[config.mk]
export PLATFORM = sky130hd
export DESIGN_NAME = spike_vote_argmax
export DESIGN_NICKNAME = d
export VERILOG_FILES = /design/src/rtl/spike_vote_argmax.sv
export SDC_FILE = /design/constraint.sdc
export NUM_CORES = 1
export LEC_CHECK = 0
export BUFFER_PORTS_ARGS = -buffer_cell sky130_fd_sc_hd__buf_2
export CAP_MARGIN = 30
export CORE_MARGIN = 4
export CORE_UTILIZATION = 35
export DETAILED_ROUTE_END_ITERATION = 8
export SYNTH_ARGS = -nofsm -noshare
export SYNTH_HDL_FRONTEND = slang
export SYNTH_SLANG_ARGS = --single-unit
[constraint.sdc]
create_clock -name clk_i -period 4.6 [get_ports clk_i]
set_clock_uncertainty 0.2 [all_clocks]
set_input_delay 0.46 -clock clk_i [delete_from_list [all_inputs] [get_ports clk_i]]
set_output_delay 0.46 -clock clk_i [all_outputs]
set_load 0.01 [all_outputs]
[src/rtl/spike_vote_argmax.sv]
// Accumulates classifier spike votes per class over a programmed number of RBM
// iterations, then scans the vote counters one class per cycle to find the argmax.
module spike_vote_argmax #(
  parameter int NUM_CLASSES = 10,
  parameter int CNT_W       = 8,
  parameter int ITER_W      = 8
) (
  input  logic              clk_i,
  input  logic              rst_ni,
  input  logic              start_i,
  input  logic [ITER_W-1:0] iter_num_i,
  input  logic              spike_valid_i,
  input  logic              spike_i,
  input  logic [3:0]        spike_class_i,
  input  logic              iter_end_i,
  output logic              busy_o,
  output logic              done_o,
  output logic [3:0]        pred_class_o,
  output logic [CNT_W-1:0]  pred_count_o,
  output logic              tie_o,
  output logic              err_o
);

  localparam logic [3:0] LAST_IDX = 4'(NUM_CLASSES - 1);

  typedef enum logic [1:0] {S_IDLE, S_ACCUM, S_SCAN, S_DONE} state_e;

  state_e                              state_q;
  logic [NUM_CLASSES-1:0][CNT_W-1:0]   cnt_q, cnt_d;
  logic [ITER_W-1:0]                   iter_cnt_q, iter_tgt_q, iter_cnt_d;
  logic [3:0]                          scan_idx_q, best_idx_q, cand_idx;
  logic [CNT_W-1:0]                    best_cnt_q, cand_cnt, cur_cnt;
  logic                                best_tie_q, cand_tie, err_run_q;
  logic                                busy_q, done_q, tie_q, err_q;
  logic [3:0]                          pred_class_q;
  logic [CNT_W-1:0]                    pred_count_q;
  logic                                accept_start, in_range, count_en;

  assign accept_start = (state_q == S_IDLE) && start_i;
  // Five-bit compare keeps the range test correct even for NUM_CLASSES == 16.
  assign in_range     = {1'b0, spike_class_i} < 5'(NUM_CLASSES);
  assign count_en     = (state_q == S_ACCUM) && spike_valid_i && spike_i && in_range;
  assign iter_cnt_d   = iter_cnt_q + 1'b1;

  for (genvar gi = 0; gi < NUM_CLASSES; gi++) begin : g_cnt
    assign cnt_d[gi] = accept_start ? '0 :
                       (count_en && (spike_class_i == 4'(gi)) && (cnt_q[gi] != {CNT_W{1'b1}}))
                       ? cnt_q[gi] + 1'b1 : cnt_q[gi];
  end

  always_ff @(posedge clk_i or negedge rst_ni) begin
    if (!rst_ni) cnt_q <= '0;
    else         cnt_q <= cnt_d;
  end

  assign cur_cnt = cnt_q[scan_idx_q];

  // Running argmax: lower index wins equal counts, a strictly larger count clears tie.
  always_comb begin
    cand_idx = best_idx_q;
    cand_cnt = best_cnt_q;
    cand_tie = best_tie_q;
    if (scan_idx_q == 4'd0) begin
      cand_idx = 4'd0;
      cand_cnt = cur_cnt;
      cand_tie = 1'b0;
    end else if (cur_cnt > best_cnt_q) begin
      cand_idx = scan_idx_q;
      cand_cnt = cur_cnt;
      cand_tie = 1'b0;
    end else if (cur_cnt == best_cnt_q) begin
      cand_tie = 1'b1;
    end
  end

  always_ff @(posedge clk_i or negedge rst_ni) begin
    if (!rst_ni) begin
      state_q      <= S_IDLE;
      iter_cnt_q   <= '0;
      iter_tgt_q   <= '0;
      scan_idx_q   <= '0;
      best_idx_q   <= '0;
      best_cnt_q   <= '0;
      best_tie_q   <= 1'b0;
      err_run_q    <= 1'b0;
      busy_q       <= 1'b0;
      done_q       <= 1'b0;
      tie_q        <= 1'b0;
      err_q        <= 1'b0;
      pred_class_q <= '0;
      pred_count_q <= '0;
    end else begin
      case (state_q)
        S_IDLE: begin
          done_q <= 1'b0;
          if (start_i) begin
            iter_tgt_q <= iter_num_i;
            iter_cnt_q <= '0;
            scan_idx_q <= '0;
            err_run_q  <= 1'b0;
            tie_q      <= 1'b0;
            err_q      <= 1'b0;
            busy_q     <= 1'b1;
            state_q    <= (iter_num_i == '0) ? S_SCAN : S_ACCUM;
          end
        end
        S_ACCUM: begin
          if (spike_valid_i && !in_range) err_run_q <= 1'b1;
          if (iter_end_i) begin
            iter_cnt_q <= iter_cnt_d;
            if (iter_cnt_d == iter_tgt_q) begin
              scan_idx_q <= '0;
              state_q    <= S_SCAN;
            end
          end
        end
        S_SCAN: begin
          best_idx_q <= cand_idx;
          best_cnt_q <= cand_cnt;
          best_tie_q <= cand_tie;
          if (scan_idx_q == LAST_IDX) begin
            pred_class_q <= cand_idx;
            pred_count_q <= cand_cnt;
            tie_q        <= cand_tie;
            err_q        <= err_run_q;
            busy_q       <= 1'b0;
            done_q       <= 1'b1;
            state_q      <= S_DONE;
          end else begin
            scan_idx_q <= scan_idx_q + 1'b1;
          end
        end
        default: begin
          done_q  <= 1'b0;
          state_q <= S_IDLE;
        end
      endcase
    end
  end

  assign busy_o       = busy_q;
  assign done_o       = done_q;
  assign pred_class_o = pred_class_q;
  assign pred_count_o = pred_count_q;
  assign tie_o        = tie_q;
  assign err_o        = err_q;

endmodule

==> flow_results.org <==
** CTS
- Number of buffers added by the clock tree synthesis step :: 17
- Number of buffers added for setup after CTS :: 0
- In this run the clock root is driven by a sky130_fd_sc_hd__clkbuf_16.
- At the later pin of the worst-skew pair, clock insertion delay measures 0.43 ns.
- Post-CTS repair changed the size of 0 cells.
- Clock tree synthesis found a total of 132 sinks.
- TritonCTS built the clock tree.
- The clock passes through at most 2 buffers.
- CTS built an H-tree with a depth of 4.
- CTS clock-pin slew for the worst setup and hold paths :: 0.06 ns

** Timing
- Final setup violation count :: 0
- Setup repair after global routing missed its margin :: no
- In this run the tightest slew margin relative to its limit is 48.3%.
- Slew at the pin closest to its max-slew limit :: 0.775 ns
- For the final routed database, the setup TNS stands at 0 ns.
- The tightest hold path in the finished design has a slack of 0.0448 ns.
- Time the final worst path needs with I/O delays and setup :: 3.85 ns
- The final count of pins violating max slew is 0.
- The final-report hold violation count is 0.
- Based on the critical path, the design can be clocked at up to 0.260 GHz.
- PnR worst setup slack :: 0.753 ns
- Ratio of final minimum period to clock period :: 83.6%

** Power and ir drop
- Cell-internal power :: 2.61 mW
- Across the VDD grid, the largest voltage drop is 0.000198 V.
- Ratio of total power to cell area :: 443 nW/µm²
- Combinational logic burns 24.7% of the power.
- Net switching fraction of the power :: 31.3%
- Portion of total power attributed to sequential cells :: 35.6%
- Cell leakage power :: 3.93 nW
- Clock group share of total power :: 39.7%
- Total net switching power :: 1.19 mW

** Synth
- A synthesized cell averages 9.87 µm².
- The number of nets handed over by synthesis was 798.
- Count of warnings emitted by yosys :: 0
- Unique cell type count in the Yosys netlist :: 51
- After synthesis, the share of flip-flops with an asynchronous set or reset is 100%.
- In the synthesized netlist the dominant register cell turns out to be sky130_fd_sc_hd__dfrtp_1.
- Number of enable-type register cells in the synthesized netlist :: 0
- Flop and latch count out of synthesis :: 132
- Summing the sequential cell areas from Yosys gives 44.4% of the chip area.
- Number of instances in the synthesized netlist :: 754
- The synthesized netlist occupies a cell area of 7440 µm².

** Layout
- Cells with a size suffix above 1 make up 14.1% of the layout.
- Number of fill cells :: 2,086
- 0 antenna diodes ended up in the layout.
- At the end of the flow, the number of nets in the layout was 828.
- Final instance area :: 8580 µm²
- Area Overhead vs Synth :: 15.3%

** Flow run
- Max-cap violations in this run came to 0.

** Route
- The detailed router finished its first iteration with 338 violations.
- Mean routed wirelength per cell :: 15.9 µm
- Using the TritonRoute via totals, the vias-per-cell ratio works out to 5.25.
- Post-detailed-route DRC marker count :: 0
- Number of nets with antenna violations after detailed routing :: 0
- Via count :: 5,632
- The first detailed-routing pass took 5 iterations.
- Sum of routed wire length over all layers :: 17.0 mm

** Critical path
- STA puts the critical path data arrival time at 3.94 ns.
- Required time at the worst-slack endpoint :: 4.70 ns
- Crit-path max FO :: 30
- The worst setup path is captured at a flop.
- Kind of start point of the critical path :: flop
- Critical path type :: reg2reg

** Die
- In this run the standard cell core region covers 21,000 µm².
- Number of core rows :: 53
- The die is 154 µm wide.
- Number of top-level pins :: 34
- Measured along the y axis, the die boundary spans 154 µm.
- Die area :: 23,700 µm²
- Effective utilization at floorplan :: 35.5%

** Place
- Input and output buffers added on the ports amount to 33.
- Pre-CTS setup slack :: 0.782 ns
- Routability-driven placement finished with a final weighted congestion of 0.815.
- Dpl hpwl :: 12.1 mm
- Cell area after placement :: 7880 µm²

** Min path
- The path class of the tightest hold or removal check is in2reg.

** Global route
- Number of antenna violations at the first check in global routing :: 0
- First-pass GRT wire length :: 28.3 mm
- Largest net degree at the start of global routing :: 104
- Global routing used 14.7% of the available tracks.
- Aggregate global routing overflow :: 0
- The via count of the first global-routing pass is 5,265.

** Outcome
- The flow ran to the end, and the final reports show no timing, DRC or antenna violations.
-- layer usage --
layer | wire, µm | GRT usage (%) | up-vias
met3 | 708 | 3.43 | 25
li1 | - | - | 2743
met5 | 0 | 0 | -
met2 | 7740 | 21.8 | 106
met1 | 8180 | 21.2 | 2758
met4 | 375 | 5.26 | 0
-- worst max-delay path, cell delays in order, from the launching register on --
cell and delay [ns]:
sky130_fd_sc_hd__dfrtp_1 0.32, sky130_fd_sc_hd__buf_4 0.41, sky130_fd_sc_hd__mux4_2 0.57, sky130_fd_sc_hd__a21oi_1 0.15
sky130_fd_sc_hd__o21ai_0 0.16, sky130_fd_sc_hd__ha_1 0.36, sky130_fd_sc_hd__nor2b_1 0.14, sky130_fd_sc_hd__o211ai_1 0.16
sky130_fd_sc_hd__a21oi_1 0.14, sky130_fd_sc_hd__o31ai_2 0.25, sky130_fd_sc_hd__nand2b_1 0.45, sky130_fd_sc_hd__mux2_2 0.39
-- final timing paths --
check	depth (start not counted)	slack [ns]	end	startpoint
worst max-delay path	11	0.75	best_cnt_q[1]	scan_idx_q[0]
worst min-delay path	3	0.04	iter_tgt_q[6]	iter_num_i[6]
worst max register to register	11	0.75	best_cnt_q[1]	scan_idx_q[0]
worst min register to register	2	0.27	pred_count_o[2]	pred_count_o[2]
max in group asynchronous	4	2.89	cnt_q[66]	rst_ni
min in group asynchronous	2	0.19	iter_tgt_q[7]	rst_ni
-- logic make-up (layout without fill, tap and decap cells) --
logic type | after synthesis | after routing | synth area share (%)
fa+ha+maj | 26 | 26 | 4.37
compound gates | 108 | 108 | 9.58
simple gates | 307 | 307 | 19.8
xor+xnor | 74 | 74 | 8.71
mux | 54 | 54 | 10.1
buf+inv | 53 | 96 | 2.98
flops | 132 | 132 | 44.4
-- power by group through the flow --
stage | sequential [mW] | clock, mW | combinational (mW)
floorplan | 1.33 | 0 | 0.749
global placement | 1.37 | 0 | 0.937
detailed placement | 1.37 | 0 | 0.943
CTS | 1.35 | 1.54 | 0.949
global route | 1.37 | 1.60 | 1.05
finish | 1.35 | 1.51 | 0.939
-- cell usage after synthesis (10+ instances only) --
cell | instances | area [µm²]
sky130_fd_sc_hd__nand2_1 | 72 | 270
sky130_fd_sc_hd__nand4_1 | 40 | 250
sky130_fd_sc_hd__ha_1 | 26 | 325
sky130_fd_sc_hd__mux2_2 | 10 | 113
sky130_fd_sc_hd__nor2_1 | 100 | 375
sky130_fd_sc_hd__clkbuf_1 | 23 | 86.3
sky130_fd_sc_hd__mux4_2 | 16 | 360
sky130_fd_sc_hd__inv_1 | 20 | 75.1
sky130_fd_sc_hd__a21oi_1 | 29 | 145
sky130_fd_sc_hd__xnor2_1 | 19 | 166
sky130_fd_sc_hd__nand3_1 | 27 | 135
sky130_fd_sc_hd__mux2i_1 | 28 | 280
sky130_fd_sc_hd__and3_1 | 24 | 150
sky130_fd_sc_hd__dfrtp_1 | 132 | 3300
sky130_fd_sc_hd__o21ai_0 | 40 | 200
sky130_fd_sc_hd__xor2_1 | 55 | 482
-- through the flow --
stage | total power [mW] | std cells | utilization (%)
final | 3.80 | 1072 | 40.9
after global placement | 2.31 | 1038 | 37.6
after global routing | 4.03 | 1072 | 40.9
after detailed placement | 2.31 | 1038 | 37.6
after CTS | 3.84 | 1070 | 40.7
after floorplan | 2.08 | 754 | -
-- layout by cell type (no fill, tap or decap), types with 26 or more instances in the layout --
| cell type | count |
|---|---|
| sky130_fd_sc_hd__nand3_1 | 27 |
| sky130_fd_sc_hd__mux2i_1 | 28 |
| sky130_fd_sc_hd__a21oi_1 | 29 |
| sky130_fd_sc_hd__nand4_1 | 40 |
| sky130_fd_sc_hd__ha_1 | 26 |
| sky130_fd_sc_hd__dfrtp_1 | 132 |
| sky130_fd_sc_hd__nand2_1 | 72 |
| sky130_fd_sc_hd__o21ai_0 | 40 |
| sky130_fd_sc_hd__buf_2 | 32 |
| sky130_fd_sc_hd__nor2_1 | 100 |
| sky130_fd_sc_hd__xor2_1 | 55 |
-- cell type report --
type / count / area [µm²] / share of cell area (%)
clock buffers: 20 / 457 / 5.33
flip-flops and latches: 132 / 3300 / 38.5
well taps: 275 / 344 / 4.01
inverters: 21 / 78.8 / 0.919
repair buffers: 43 / 269 / 3.14
multi-input cells: 569 / 3920 / 45.7
clock inverters: 12 / 201 / 2.35
-- registers in the layout, indices dropped and copies added, names as in the netlist --
name          flops
cnt_q            80
best_cnt_q        8
iter_cnt_q        8
iter_tgt_q        8
pred_count_o      8
best_idx_q        4
pred_class_o      4
scan_idx_q        4
state_q           2
best_tie_q        1
busy_o            1
done_o            1
err_o             1
err_run_q         1
tie_o             1
-- what timing repair did --
item	in CTS	in global routing
endpoints found under the setup margin	0	0
hold buffers	0	1
hold endpoints to repair	0	59
Power figures use the tool's default switching activity.
